[src/rtl/posit_mul_arbiter.sv]
// Shares one pipelined posit multiplier among NUM_REQ requesters and routes results back by tag.
// Optional macro HIPRI_REQ0_EN: requester 0 gets strict priority; the others round-robin.
module posit_mul_arbiter #(
  parameter int NUM_REQ  = 4,
  parameter int DATA_W   = 32,
  parameter int PIPE_LAT = 5
) (
  input  logic                      clk,
  input  logic                      rst,
  input  logic [NUM_REQ-1:0]        req_valid,
  output logic [NUM_REQ-1:0]        req_ready,
  input  logic [NUM_REQ*DATA_W-1:0] req_a,
  input  logic [NUM_REQ*DATA_W-1:0] req_b,
  output logic                      mul_valid,
  output logic [DATA_W-1:0]         mul_a,
  output logic [DATA_W-1:0]         mul_b,
  input  logic                      mul_done,
  input  logic [DATA_W-1:0]         mul_result,
  input  logic                      mul_nar,
  input  logic                      mul_zero,
  output logic [NUM_REQ-1:0]        rsp_valid,
  output logic [DATA_W-1:0]         rsp_result,
  output logic                      rsp_nar,
  output logic                      rsp_zero,
  input  logic                      drain_req,
  output logic                      drain_done,
  output logic                      busy,
  output logic                      err_orphan
);
  localparam int DEPTH = PIPE_LAT + 1;
  localparam int CNT_W = $clog2(PIPE_LAT + 2);
  localparam int PTR_W = (DEPTH > 1) ? $clog2(DEPTH) : 1;
  localparam int TAG_W = $clog2(NUM_REQ);
`ifdef HIPRI_REQ0_EN
  localparam bit HIPRI = 1'b1;
`else
  localparam bit HIPRI = 1'b0;
`endif

  typedef enum logic [1:0] {IDLE, ACTIVE, DRAIN} state_t;
  state_t state, state_nxt;

  logic [TAG_W-1:0]  tag_mem [DEPTH];
  logic [PTR_W-1:0]  wr_ptr, rd_ptr;
  logic [CNT_W-1:0]  fifo_cnt, cnt_nxt;
  logic [TAG_W-1:0]  rr_ptr, winner, head_tag, idx;
  logic [DATA_W-1:0] sel_a, sel_b;
  logic              found, can_issue, push, pop, fifo_empty, orphan_hit;

  function automatic logic [PTR_W-1:0] ptr_inc(input logic [PTR_W-1:0] p);
    return (p == PTR_W'(DEPTH - 1)) ? '0 : p + PTR_W'(1);
  endfunction

  // Winner search starts just after the last granted requester
  always_comb begin
    found  = 1'b0;
    winner = '0;
    idx    = rr_ptr;
    if (HIPRI && req_valid[0]) found = 1'b1;
    for (int k = 0; k < NUM_REQ; k++) begin
      idx = (idx == TAG_W'(NUM_REQ - 1)) ? '0 : idx + TAG_W'(1);
      if (!found && req_valid[idx] && !(HIPRI && idx == '0)) begin
        found  = 1'b1;
        winner = idx;
      end
    end
  end

  always_comb begin
    sel_a = '0;
    sel_b = '0;
    for (int i = 0; i < NUM_REQ; i++) begin
      if (winner == TAG_W'(i)) begin
        sel_a = req_a[i*DATA_W +: DATA_W];
        sel_b = req_b[i*DATA_W +: DATA_W];
      end
    end
  end

  assign fifo_empty = (fifo_cnt == '0);
  assign can_issue  = (state != DRAIN) && ((fifo_cnt < CNT_W'(DEPTH)) || mul_done);
  assign push       = found && can_issue;
  // An empty FIFO with a same-cycle push hands the new tag straight to the pop
  assign pop        = mul_done && (!fifo_empty || push);
  assign orphan_hit = mul_done && fifo_empty && !push;
  assign head_tag   = fifo_empty ? winner : tag_mem[rd_ptr];

  always_comb begin
    req_ready = '0;
    if (push) req_ready[winner] = 1'b1;
  end

  always_comb begin
    cnt_nxt = fifo_cnt;
    if (push && !pop)      cnt_nxt = fifo_cnt + CNT_W'(1);
    else if (pop && !push) cnt_nxt = fifo_cnt - CNT_W'(1);
  end

  always_comb begin
    state_nxt = state;
    unique case (state)
      IDLE:    if (drain_req) state_nxt = DRAIN;
               else if (push) state_nxt = ACTIVE;
      ACTIVE:  if (drain_req) state_nxt = DRAIN;
               else if (cnt_nxt == '0 && !push) state_nxt = IDLE;
      DRAIN:   if (!drain_req) state_nxt = IDLE;
      default: state_nxt = IDLE;
    endcase
  end

  // Issue / completion register stage
  always_ff @(posedge clk or posedge rst) begin
    if (rst) begin
      state      <= IDLE;
      fifo_cnt   <= '0;
      wr_ptr     <= '0;
      rd_ptr     <= '0;
      rr_ptr     <= TAG_W'(NUM_REQ - 1);
      mul_valid  <= 1'b0;
      mul_a      <= '0;
      mul_b      <= '0;
      rsp_valid  <= '0;
      rsp_result <= '0;
      rsp_nar    <= 1'b0;
      rsp_zero   <= 1'b0;
      err_orphan <= 1'b0;
    end else begin
      state     <= state_nxt;
      fifo_cnt  <= cnt_nxt;
      mul_valid <= push;
      if (push) begin
        wr_ptr <= ptr_inc(wr_ptr);
        mul_a  <= sel_a;
        mul_b  <= sel_b;
        if (!(HIPRI && winner == '0)) rr_ptr <= winner;
      end
      if (pop) begin
        rd_ptr     <= ptr_inc(rd_ptr);
        rsp_result <= mul_result;
        rsp_nar    <= mul_nar;
        rsp_zero   <= mul_zero;
      end
      rsp_valid <= pop ? (NUM_REQ'(1) << head_tag) : '0;
      if (orphan_hit) err_orphan <= 1'b1;
    end
  end

  always_ff @(posedge clk) begin
    if (push) tag_mem[wr_ptr] <= winner;
  end

  assign drain_done = (state == DRAIN) && fifo_empty && !mul_valid;
  assign busy       = !fifo_empty || mul_valid;

endmodule

[config.mk]
export PLATFORM = sky130hd
export DESIGN_NAME = posit_mul_arbiter
export DESIGN_NICKNAME = d
export VERILOG_FILES = /design/src/rtl/posit_mul_arbiter.sv
export SDC_FILE = /design/constraint.sdc
export NUM_CORES = 1
export LEC_CHECK = 0
export CAP_MARGIN = 20
export CORE_AREA = 2 2 158 160
export CTS_CLUSTER_DIAMETER = 60
export DETAILED_ROUTE_END_ITERATION = 8
export DIE_AREA = 0 0 160 162
export PLACE_DENSITY = 0.69
export SYNTH_ARGS = -nofsm -noshare
export SYNTH_HDL_FRONTEND = slang
export SYNTH_SLANG_ARGS = --single-unit
[constraint.sdc]
create_clock -name clk -period 6.5 [get_ports clk]
set_input_delay 0.975 -clock clk [delete_from_list [all_inputs] [get_ports clk]]
set_output_delay 0.975 -clock clk [all_outputs]
set_load 0.02 [all_outputs]
* After elaboration in Yosys (flattened, before gate mapping)
Memories as Yosys holds them, arrays and structs flattened. Cells that the tools add are included.
Storage, ports and cells: flip-flop bits (word level) 117, latch bits 0, RAM bits 12, ROM bits 0, bits of input ports 298, output and inout port bits 110, logic and storage cells 119, memories 1
Operators by class: add/subtract/negate cells 8, multiply operators 0, divide/modulo/power cells 0, order comparisons 7, eq/ne operators 15, shifts and indexed selects 1, multiplexer cells 45, bitwise operators 0, reductions and logical operators 29
Memories:
- tag_mem | words 6, width 2, rd ports 1, clocked after memory_dff 0, write ports 1, RTL line 43 | logic [TAG_W-1:0] tag_mem [DEPTH];
Operators with widths (number):
- 32-bit two-way mux | 8
- 2-bit two-way mux | 14
- 2-bit by 3-bit less-than comparator with 1-bit output, second input constant | 5
- 2-bit == test, second input constant | 7
- 1-bit logical AND | 14
- 3-bit two-way mux | 4
- 1-bit two-way mux | 11
- 3-bit by 1-bit adder with 3-bit output, second input constant | 3
- 2-bit by 1-bit adder with 2-bit output, second input constant | 4
- 1-bit binary-select mux with 2-bit select | 4
- 4-bit two-way mux | 2
- 1-bit zero test | 7
- 3-bit == test, second input constant | 2
- 3-bit zero test | 2
- 3-bit != test, second input constant | 2
- 2-bit case mux with 3 select lines | 1
- 2-bit by 1-bit == test with 1-bit output, second input constant | 2
- 2-bit zero test | 2
- 2-bit != test, second input constant | 2
- 1-bit by 2-bit left shift with 4-bit output, first input constant | 1
- 1-bit logical OR | 3
- 3-bit less-than comparator, second input constant | 1
- 3-bit AND reduction | 1
- 3-bit by 1-bit subtractor with 3-bit output, second input constant | 1
- other kinds (2) | 2

* Depth between registers and ports, before layout
Gate-level depths: netlist of run 1.
depth in word-level cells 25, depth in mapped cells 11, gate-level depth less buffers 8

* Least setup slack after synthesis of run 1
No wires, ideal clock.
path kind in2out, from input req_valid[1], to output req_ready[2], arrival 2.742 ns, slack 2.783 ns, stages 9, path buffers 3, cells stage by stage buf_6 or3b_1 nand2_1 o311ai_1 o21ai_4 inv_2 buf_2 buf_2 nor3_1
On the way: word-level cells in the longest chain between the ends 17, elaborated cells on any way between the ends 29, those cells by class order compare: 2; mux: 19; reduce/logical: 8
Ends and longest elaborated chain:
- from (decl) | RTL line 10 | input logic [NUM_REQ-1:0] req_valid,
- 1-bit binary-select mux with 2-bit select | RTL line 62 | if (!found && req_valid[idx] && !(HIPRI && idx == '0)) begin
- 1-bit two-way mux (implied by the code) | RTL line 62
- 1-bit two-way mux | RTL line 62
- 1-bit zero test | RTL line 62
- 1-bit logical AND | RTL line 62
- 1-bit two-way mux | RTL line 62
- 1-bit zero test | RTL line 62
- 1-bit logical AND | RTL line 62
- [... 2 more ...]
- 1-bit logical AND | RTL line 62
- 2-bit two-way mux * | RTL line 62
- net winner[0] | RTL line 46 | logic [TAG_W-1:0] rr_ptr, winner, head_tag, idx;
- 2-bit by 3-bit less-than comparator with 1-bit output (implied by the code) or 2-bit by 1-bit greater-or-equal comparator with 1-bit output (tied branches) | RTL line 90 | if (push) req_ready[winner] = 1'b1;
- 1-bit logical AND (implied by the code) | RTL line 90
- 1-bit two-way mux (implied by the code) | RTL line 90
- 1-bit demux with 2-bit select * | RTL line 90
- 4-bit two-way mux * | RTL line 90
- to (decl) | RTL line 11 | output logic [NUM_REQ-1:0] req_ready,
The timed path passes the listed nets; every way through them passes the cells marked *. The select of a mux whose other input is x is not followed.

* Final worst setup path of run 1
from input req_valid[3], to output req_ready[3]
On the way: word-level cells in the longest chain between the ends 17, elaborated cells on any way between the ends 29, those cells by class order compare: 2; mux: 19; reduce/logical: 8
Ends and longest elaborated chain (RTL line):
- 1-bit binary-select mux with 2-bit select | 62
- 1-bit two-way mux (implied by the code) | 62
- 1-bit two-way mux | 62
- 1-bit zero test | 62
- 1-bit logical AND | 62
- 1-bit two-way mux | 62
- 1-bit zero test | 62
- 1-bit logical AND | 62
- 1-bit two-way mux | 62
- 1-bit zero test | 62
- 1-bit logical AND | 62
- 2-bit two-way mux | 62
- 2-bit by 3-bit less-than comparator with 1-bit output (implied by the code) or 2-bit by 1-bit greater-or-equal comparator with 1-bit output (tied branches) | 90
- 1-bit logical AND (implied by the code) | 90
- 1-bit two-way mux (implied by the code) | 90
- 1-bit demux with 2-bit select | 90
- 4-bit two-way mux * | 90
Every way passes the cells marked *; elsewhere a longest branch is shown, timed or not. The select of a mux whose other input is x is not followed.

==> results.sh, run 1 <==
export IMPL_met1_length_mm=10.6
export IMPL_final_setup_viol_count=0
export IMPL_reg2reg_from="rr_ptr[0]"
export IMPL_cts_hold_fix_buffers=0
export IMPL_die_h_um=162
export IMPL_dr_total_vias=7148
export IMPL_share_seq_of_total_power_pct=24.3
export IMPL_period_share_pct=76.3
export IMPL_worst_r2r_setup_slack_ps=2240
export IMPL_post_route_cell_area_sq_um=11700
export IMPL_viasPerCell=5.11
export IMPL_ys_flop_type="sky130_fd_sc_hd__dfrtp_1"
export IMPL_power_density_nw_per_um2=492
export IMPL_fin_setup_tns_ps=0
export IMPL_areaGrowthSynthToFinish_pct=71.0
export IMPL_first_global_vias=7523
export IMPL_cts_resizes=0
export IMPL_ys_seq_elements=129
export IMPL_routed_wl_mm=27.8
export IMPL_cp_buffers_inverters=3
export IMPL_largest_vdd_supply_drop_mv=0.387
export IMPL_synth_simple_gate_area_share_pct=15.2
export IMPL_fraction_of_power_spent_switching_nets_pct=45.4
export IMPL_met3WireLength_mm=2.44
export IMPL_synth_nets=992
export IMPL_avgRoutedWirePerCell_um=19.9
export IMPL_layout_nets=1361
export IMPL_timing_critical_path_to="req_ready[3]"
export IMPL_ctsLongestPathBuffers=2
export IMPL_share_of_the_synthesized_area_in_compound_gates_ao_oa_aoi_oai_pct=21.0
export IMPL_detailedPlace_worstSlack_ps=1540
export IMPL_synth_area_leader_cell="sky130_fd_sc_hd__dfrtp_1"
export IMPL_internal_power_w=0.00314
export IMPL_largest_net_degree_at_the_start_of_global_routing=82
export IMPL_cts_tree="done"
export IMPL_grt_pass1_wl_mm=42.3
export IMPL_postCtsSetupBuffers=0
export IMPL_hold_violations=0
export IMPL_switch_pwr_w=0.00262
export IMPL_critical_path_cell_count=8
export IMPL_setup_crit_end_kind="output pin"
export IMPL_grt_util_all_layers_pct=21.0
export IMPL_tightest_pin_transition_ps=957
export IMPL_placementRows=57
export IMPL_synthDistinctLibCells=58
export IMPL_ys_seq_area_share_pct=48.1
export IMPL_critical_path_slowest_cell="sky130_fd_sc_hd__buf_4"
export IMPL_clk_pin_slew_ps=60
export IMPL_outcome="completed"
export IMPL_firstDrtPassIters=5
export IMPL_grt_ovfl_total=0
export IMPL_synth_edff_count=12
export IMPL_gp_routability_congestion=0.822
export IMPL_combinational_family_with_the_most_area_after_synthesis="compound AO/OA/AOI/OAI gates"
export IMPL_post_synth_mux_area_share_pct=9.23
export IMPL_topRoutingLayerUsed="met5"
export IMPL_die_area_sq_um=25900
export IMPL_met2_wirelength_mm=14.4
export IMPL_ys_async_sr_fraction_pct=90.7
export IMPL_max_freq_ghz=0.202
export IMPL_synth_cells=690
export IMPL_report_final_slew_viol_count=0
export IMPL_inserted_clock_buffers=17
export IMPL_antenna_violations_before_repair=3
export IMPL_initialDrtViolationCount=488
export IMPL_reg2reg_depth=9
export IMPL_placeableCoreArea_sq_um=24100
export IMPL_critPathMaxFanout=81
export IMPL_ys_warn_count=0
export IMPL_hold_class="register to register"
export IMPL_worst_slack_ps=1540
export IMPL_setup_repair_after_global_routing_missed_its_margin="no"
export IMPL_worstSetupStartpoint="req_valid[3]"
export IMPL_drive_above_1_share_pct=5.78
export IMPL_p_leak_nw=4.61
export IMPL_remaining_drc_errors=0
export IMPL_critical_path_most_common_cell="sky130_fd_sc_hd__clkdlybuf4s50_1"
export IMPL_final_setup_skew_ps=16.6
export IMPL_buffer_ports_inserted=407
export IMPL_startpoint_type="primary input"
export IMPL_regToRegEndpoint="mul_a[9]"
export IMPL_post_route_min_period_ps=4960
export IMPL_cp_cell_instances="clkdlybuf4s50_1 > or3b_1 > a21oi_1 > o21ai_1 > o21ai_4 > buf_4 > nor3_1 > clkdlybuf4s50_1"
export IMPL_synth_fa_ha_area_share_pct=0.731
export IMPL_cell_types_occupying_the_most_area_after_synthesis="sky130_fd_sc_hd__dfrtp_1, sky130_fd_sc_hd__a32oi_1, sky130_fd_sc_hd__mux2i_1"
export IMPL_xor_xnor_share_of_the_synthesized_area_pct=0.640
export IMPL_insertion_delay_ps=410
export IMPL_critical_path_max_stage_delay_ps=740
export IMPL_syn_area_sq_um=6840
export IMPL_power_frac_comb_pct=59.7
export IMPL_clockPowerShare_pct=16.0
export IMPL_p_total_w=0.00576
export IMPL_placed_area_sq_um=11100
export IMPL_worstPathArrival_ps=3980
export IMPL_synthDominantCellAreaShare_pct=42.0
export IMPL_detailed_place_hpwl_mm=20.0
export IMPL_mean_post_synth_cell_area_sq_um=9.92
export IMPL_boundaryPins=408
export IMPL_root_buffer="sky130_fd_sc_hd__clkbuf_16"
export IMPL_ant_nets=0
export IMPL_max_cap_violations=0
export IMPL_clock_tree_htree_level_count=4
export IMPL_critical_path_top_delay_family="buffers and inverters"
export IMPL_initial_utilization_pct=28.4
export IMPL_required_time_of_the_worst_setup_path_ps=5520
export IMPL_crit_type="primary input to output pin"
export IMPL_die_width_um=160
export IMPL_timing_slew_headroom_pct=36.2
export IMPL_tritoncts_num_sinks=129
state kept, by name (all words and copies together) (netlist names), 2 cells and up:
name	flops
fifo_cnt	3
wr_ptr	3
mul_a	32
rsp_valid	4
mul_b	32
rd_ptr	3
state	2
rsp_result	32
rr_ptr	2
tag_mem	12
per-layer routing:
| metal | GRT usage (%) | vias to the layer above |
|---|---|---|
| met5 | 0 | - |
| met4 | 5.20 | 2 |
| met3 | 6.84 | 20 |
| met2 | 38.4 | 310 |
| met1 | 23.8 | 3472 |
| li1 | - | 3344 |
layout by cell type, fill, tap and decap left out, types with 2 or more instances in the layout:
| cell type | count |
|---|---|
| sky130_fd_sc_hd__o31ai_1 | 14 |
| sky130_fd_sc_hd__clkinvlp_4 | 3 |
| sky130_fd_sc_hd__nor2_1 | 12 |
| sky130_fd_sc_hd__clkinv_2 | 3 |
| sky130_fd_sc_hd__diode_2 | 2 |
| sky130_fd_sc_hd__o21ai_2 | 2 |
| sky130_fd_sc_hd__xnor2_1 | 4 |
| sky130_fd_sc_hd__o211ai_1 | 54 |
| sky130_fd_sc_hd__inv_1 | 5 |
| sky130_fd_sc_hd__clkbuf_1 | 2 |
| sky130_fd_sc_hd__nand2_1 | 112 |
| sky130_fd_sc_hd__nor4b_1 | 2 |
| sky130_fd_sc_hd__nor3_1 | 22 |
| sky130_fd_sc_hd__or3b_1 | 2 |
| sky130_fd_sc_hd__o22ai_1 | 2 |
| sky130_fd_sc_hd__a21oi_1 | 19 |
| sky130_fd_sc_hd__o21ai_1 | 3 |
| sky130_fd_sc_hd__nand3_1 | 51 |
| sky130_fd_sc_hd__dfstp_2 | 2 |
| sky130_fd_sc_hd__inv_2 | 3 |
| sky130_fd_sc_hd__mux2i_1 | 53 |
| sky130_fd_sc_hd__inv_6 | 5 |
| sky130_fd_sc_hd__nor3b_1 | 3 |
| sky130_fd_sc_hd__a21o_1 | 3 |
| sky130_fd_sc_hd__clkbuf_8 | 2 |
| sky130_fd_sc_hd__edfxtp_1 | 12 |
| sky130_fd_sc_hd__clkbuf_16 | 17 |
| sky130_fd_sc_hd__buf_4 | 9 |
| sky130_fd_sc_hd__mux2_1 | 2 |
| sky130_fd_sc_hd__nand2b_1 | 5 |
| sky130_fd_sc_hd__dfrtp_1 | 115 |
| sky130_fd_sc_hd__o21a_1 | 2 |
| sky130_fd_sc_hd__clkdlybuf4s50_1 | 407 |
| sky130_fd_sc_hd__ha_1 | 4 |
| sky130_fd_sc_hd__nor2b_1 | 2 |
| sky130_fd_sc_hd__a32oi_1 | 63 |
| sky130_fd_sc_hd__mux4_2 | 3 |
| sky130_fd_sc_hd__and3_1 | 2 |
| sky130_fd_sc_hd__o21ai_0 | 16 |
kinds of logic (layout without fill, tap and decap cells):
group	count (synthesis)	in the layout
adders and majority gates	4	4
xor gates and xnor gates	5	5
DFF	129	129
other	0	2
and+or+nand+nor	225	225
muxes	59	59
AOI/OAI and AO/OA	191	191
buffers and inverters	77	459
cells in the mapped netlist, types with 2 or more instances:
library cell / count
sky130_fd_sc_hd__buf_1: 2
sky130_fd_sc_hd__nor3b_1: 3
sky130_fd_sc_hd__o22ai_1: 2
sky130_fd_sc_hd__o21ai_2: 2
sky130_fd_sc_hd__dfrtp_1: 115
sky130_fd_sc_hd__o21ai_0: 16
sky130_fd_sc_hd__dfstp_2: 2
sky130_fd_sc_hd__o21a_1: 2
sky130_fd_sc_hd__a21oi_1: 20
sky130_fd_sc_hd__clkbuf_1: 38
sky130_fd_sc_hd__mux2_1: 2
sky130_fd_sc_hd__mux4_2: 3
sky130_fd_sc_hd__nor2b_1: 3
sky130_fd_sc_hd__ha_1: 4
sky130_fd_sc_hd__inv_1: 6
sky130_fd_sc_hd__o211ai_1: 54
sky130_fd_sc_hd__mux2i_1: 53
sky130_fd_sc_hd__inv_2: 4
sky130_fd_sc_hd__nor4b_1: 2
sky130_fd_sc_hd__or3b_1: 2
sky130_fd_sc_hd__nor3_1: 22
sky130_fd_sc_hd__xnor2_1: 4
sky130_fd_sc_hd__edfxtp_1: 12
sky130_fd_sc_hd__o21ai_1: 3
sky130_fd_sc_hd__a32oi_1: 63
sky130_fd_sc_hd__nor2_1: 12
sky130_fd_sc_hd__buf_2: 19
sky130_fd_sc_hd__a21o_1: 3
sky130_fd_sc_hd__buf_6: 2
sky130_fd_sc_hd__buf_4: 6
sky130_fd_sc_hd__o31ai_1: 14
sky130_fd_sc_hd__nand2_1: 113
sky130_fd_sc_hd__nand2b_1: 5
sky130_fd_sc_hd__nand3_1: 52
sky130_fd_sc_hd__and3_1: 2
metrics by stage:
| stage | cells | utilization (%) | hold WS (ps) |
|---|---|---|---|
| after global routing | 1396 | 48.5 | 484 |
| after CTS | 1396 | 48.5 | 476 |
| after floorplan | 690 | - | 443 |
| final | 1398 | 48.6 | 471 |
| after detailed placement | 1364 | 46.2 | 461 |
| after global placement | 1364 | 46.2 | 456 |
layout make-up:
class	instances	area [sq um]
repair buffers	417	4160
diodes	2	5.00
inverters	10	47.5
multi-input cells	484	3230
well taps	324	405
clock buffers	21	460
clock inverters	11	103
flip-flops and latches	129	3290
fillers	2347	12400
worst min path at each step:
stage                     slack (ps)      startpoint             end  cells past startpoint
after global placement           460  rsp_result[22]  rsp_result[22]                      2
after global routing             480  rsp_result[10]  rsp_result[10]                      2
final                            470        rsp_zero        rsp_zero                      2
after CTS                        480   rsp_result[7]   rsp_result[7]                      2
after floorplan                  440        state[0]        state[1]                      1
after detailed placement         460        rsp_zero        rsp_zero                      2
power by group through the flow:
stage	registers, W	clock network (W)	logic [W]
3_5_place_dp	0.00140	0	0.00347
2_1_floorplan	0.00167	0	0.00190
5_1_grt	0.00145	0.000983	0.00372
6_report	0.00140	0.000924	0.00344
4_1_cts	0.00140	0.000947	0.00348
3_3_place_gp	0.00140	0	0.00342
worst register-to-register path: stages (launching register included):
cell                       delay, ps
sky130_fd_sc_hd__dfstp_2         680
sky130_fd_sc_hd__ha_1            430
sky130_fd_sc_hd__nand2b_1        170
sky130_fd_sc_hd__a21oi_1          70
sky130_fd_sc_hd__o311ai_1        420
sky130_fd_sc_hd__o21ai_4         130
sky130_fd_sc_hd__inv_6           480
sky130_fd_sc_hd__buf_4           900
sky130_fd_sc_hd__mux4_2          600
sky130_fd_sc_hd__mux2_2          270
Note: power is estimated with default switching activity, not from simulation.
==> run 2, diff against run 1 <==
--- a/config.mk
+++ b/config.mk
@@ -6,11 +6,11 @@
 export NUM_CORES = 1
 export LEC_CHECK = 0
 export CAP_MARGIN = 20
-export CORE_AREA = 2 2 158 160
+export CORE_AREA = 2 2 156 158
 export CTS_CLUSTER_DIAMETER = 60
 export DETAILED_ROUTE_END_ITERATION = 8
-export DIE_AREA = 0 0 160 162
-export PLACE_DENSITY = 0.69
+export DIE_AREA = 0 0 158 160
+export PLACE_DENSITY = 0.73
 export SYNTH_ARGS = -nofsm -noshare
 export SYNTH_HDL_FRONTEND = slang
 export SYNTH_SLANG_ARGS = --single-unit
==> constraint.sdc (replaced) <==
create_clock -name clk -period 4.06 [get_ports clk]
set_input_delay 0.609 -clock clk [delete_from_list [all_inputs] [get_ports clk]]
set_output_delay 0.609 -clock clk [all_outputs]
set_load 0.02 [all_outputs]
==> results.sh, run 2 (synthesis results as in run 1) <==
export IMPL_outcome="completed"
export IMPL_combined_area_of_the_multi_input_logic_cells_sq_um=3240
export IMPL_worstPathArrival_ps=3130
export IMPL_areaGrowthSynthToFinish_pct=72.8
export IMPL_dr_total_vias=7184
export IMPL_report_final_slew_viol_count=0
export IMPL_required_time_of_the_worst_setup_path_ps=3450
export IMPL_whs_endpoint="state[1]"
export IMPL_clk_pin_slew_ps=70
export IMPL_regToRegEndpoint="rsp_valid[2]"
export IMPL_hold_path_startpoint="state[0]"
export IMPL_firstDrtPassIters=5
export IMPL_startpoint_type="register"
export IMPL_timing_slew_headroom_pct=34.3
export IMPL_fin_setup_tns_ps=0
export IMPL_hold_path_cell_count=1
export IMPL_max_cap_violations=0
export IMPL_worstSetupStartpoint="rr_ptr[0]"
export IMPL_max_freq_ghz=0.267
export IMPL_reg2reg_from="rr_ptr[0]"
export IMPL_largest_net_degree_at_the_start_of_global_routing=105
export IMPL_grt_ovfl_total=0
export IMPL_initialDrtViolationCount=302
export IMPL_period_share_pct=92.2
export IMPL_final_instance_count_excl_fill=1409
export IMPL_avgRoutedWirePerCell_um=19.3
export IMPL_clock_tree_htree_level_count=4
export IMPL_layout_nets=1372
export IMPL_setup_crit_end_kind="output pin"
export IMPL_die_h_um=160
export IMPL_gp_routability_congestion=0.808
export IMPL_mostFrequentLayoutCells="sky130_fd_sc_hd__clkdlybuf4s50_1, sky130_fd_sc_hd__dfrtp_1, sky130_fd_sc_hd__nand2_1"
export IMPL_area_sequential_sq_um=3290
export IMPL_setup_repair_after_global_routing_missed_its_margin="no"
export IMPL_root_buffer="sky130_fd_sc_hd__clkbuf_16"
export IMPL_cp_cell_instances="ha_2 > or3b_1 > a21oi_1 > o21ai_1 > o21ai_4 > inv_6 > nor3_1 > clkdlybuf4s50_1"
export IMPL_number_of_instances_in_the_placed_design=1374
export IMPL_crit_type="register to output pin"
export IMPL_cts_hold_fix_buffers=0
export IMPL_detailed_place_hpwl_mm=19.5
export IMPL_ctsLongestPathBuffers=2
export IMPL_largest_vdd_supply_drop_mv=0.835
export IMPL_hold_class="register to register"
export IMPL_hold_violations=0
export IMPL_placementRows=57
export IMPL_initial_utilization_pct=28.7
export IMPL_nFillCells=2238
export IMPL_placeableCoreArea_sq_um=23800
export IMPL_grt_pass1_wl_mm=40.5
export IMPL_routed_wl_mm=27.3
export IMPL_final_setup_skew_ps=10.6
export IMPL_post_route_min_period_ps=3740
export IMPL_buffer_ports_inserted=407
export IMPL_die_area_sq_um=25300
export IMPL_reg_top3="mul_a (32), mul_b (32), rsp_result (32)"
export IMPL_drive_above_1_share_pct=7.02
export IMPL_boundaryPins=408
export IMPL_antenna_violations_before_repair=2
export IMPL_cts_tree="done"
export IMPL_critical_path_slowest_cell="sky130_fd_sc_hd__clkdlybuf4s50_1"
export IMPL_critPathMaxFanout=12
export IMPL_reg2reg_depth=8
export IMPL_critical_path_max_stage_delay_ps=630
export IMPL_p_leak_nw=4.67
export IMPL_grt_util_all_layers_pct=20.8
export IMPL_first_global_vias=7547
export IMPL_ant_nets=0
export IMPL_tightest_pin_transition_ps=983
export IMPL_insertion_delay_ps=410
export IMPL_final_setup_viol_count=0
export IMPL_tritoncts_num_sinks=129
export IMPL_viasPerCell=5.10
export IMPL_remaining_drc_errors=0
export IMPL_power_density_nw_per_um2=794
export IMPL_die_width_um=158
export IMPL_inserted_clock_buffers=17
export IMPL_worst_r2r_setup_slack_ps=760
export IMPL_commonest_non_fill_non_tap_cell_in_the_layout="sky130_fd_sc_hd__clkdlybuf4s50_1"
-- run 2: how the worst max path moves through the flow --
stage / end / slack, ps / cells past startpoint
after global placement: req_ready[3] / 450 / 7
final: req_ready[2] / 320 / 8
after detailed placement: req_ready[2] / 390 / 7
after floorplan: err_orphan / 350 / 1
after global routing: req_ready[2] / 160 / 8
after CTS: req_ready[2] / 90 / 8
-- run 2: metal layers --
layer,GRT usage [%],wire (um),vias to the layer above
met5,0,0,-
met4,7.21,635,0
met3,6.54,2280,36
met2,38.1,14100,294
met1,22.3,10200,3483
li1,-,-,3371
-- run 2: critical path, delay by kind of cell (launching register included) --
family                     cells  cell delay (ps)
DFF                            1              570
and+or+nand+nor                2              580
AOI/OAI and AO/OA              3              520
adders and majority gates      1              350
buffers and inverters          2              690
-- run 2: final cells by class --
cell class | instances | area share, %
diodes | 2 | 0.0423
clock buffers | 19 | 3.84
clock inverters | 13 | 1.09
inverters | 10 | 0.402
multi-input cells | 484 | 27.4
flip-flops and latches | 129 | 27.8
well taps | 324 | 3.43
repair buffers | 428 | 36.0
-- run 2: power by group --
group / internal (W) / switching, W / leakage [nW]
sequential: 0.00189 / 0.000345 / 1.54
combinational: 0.00235 / 0.00330 / 2.86
clock: 0.000891 / 0.000624 / 0.279
-- run 2: through the flow --
step                instance area [sq um]  total power, W  worst slack [ps]  hold slack, ps  utilization, %
finish                              11800         0.00940               317             473            49.7
floorplan                            6840         0.00571               354             443               -
detailed placement                  11200         0.00791               389             462            47.1
global placement                    11200         0.00780               451             449            47.1
CTS                                 11800         0.00947              90.0             476            49.6
global route                        11800          0.0100               163             493            49.6
-- run 2: what timing repair did --
| item | 4_1_cts | 5_1_grt |
|---|---|---|
| buffers inserted | 0 | 1 |
| setup endpoints to repair | 0 | 3 |
| resized for setup | 0 | 2 |
==> run 3, diff against run 2 <==
--- a/config.mk
+++ b/config.mk
@@ -5,7 +5,7 @@
 export SDC_FILE = /design/constraint.sdc
 export NUM_CORES = 1
 export LEC_CHECK = 0
-export CAP_MARGIN = 20
+export CAP_MARGIN = 15
 export CORE_AREA = 2 2 156 158
 export CTS_CLUSTER_DIAMETER = 60
 export DETAILED_ROUTE_END_ITERATION = 8
==> results of run 3 <==
Same layout as run 2: the final DEF is identical, and so are final timing and power.
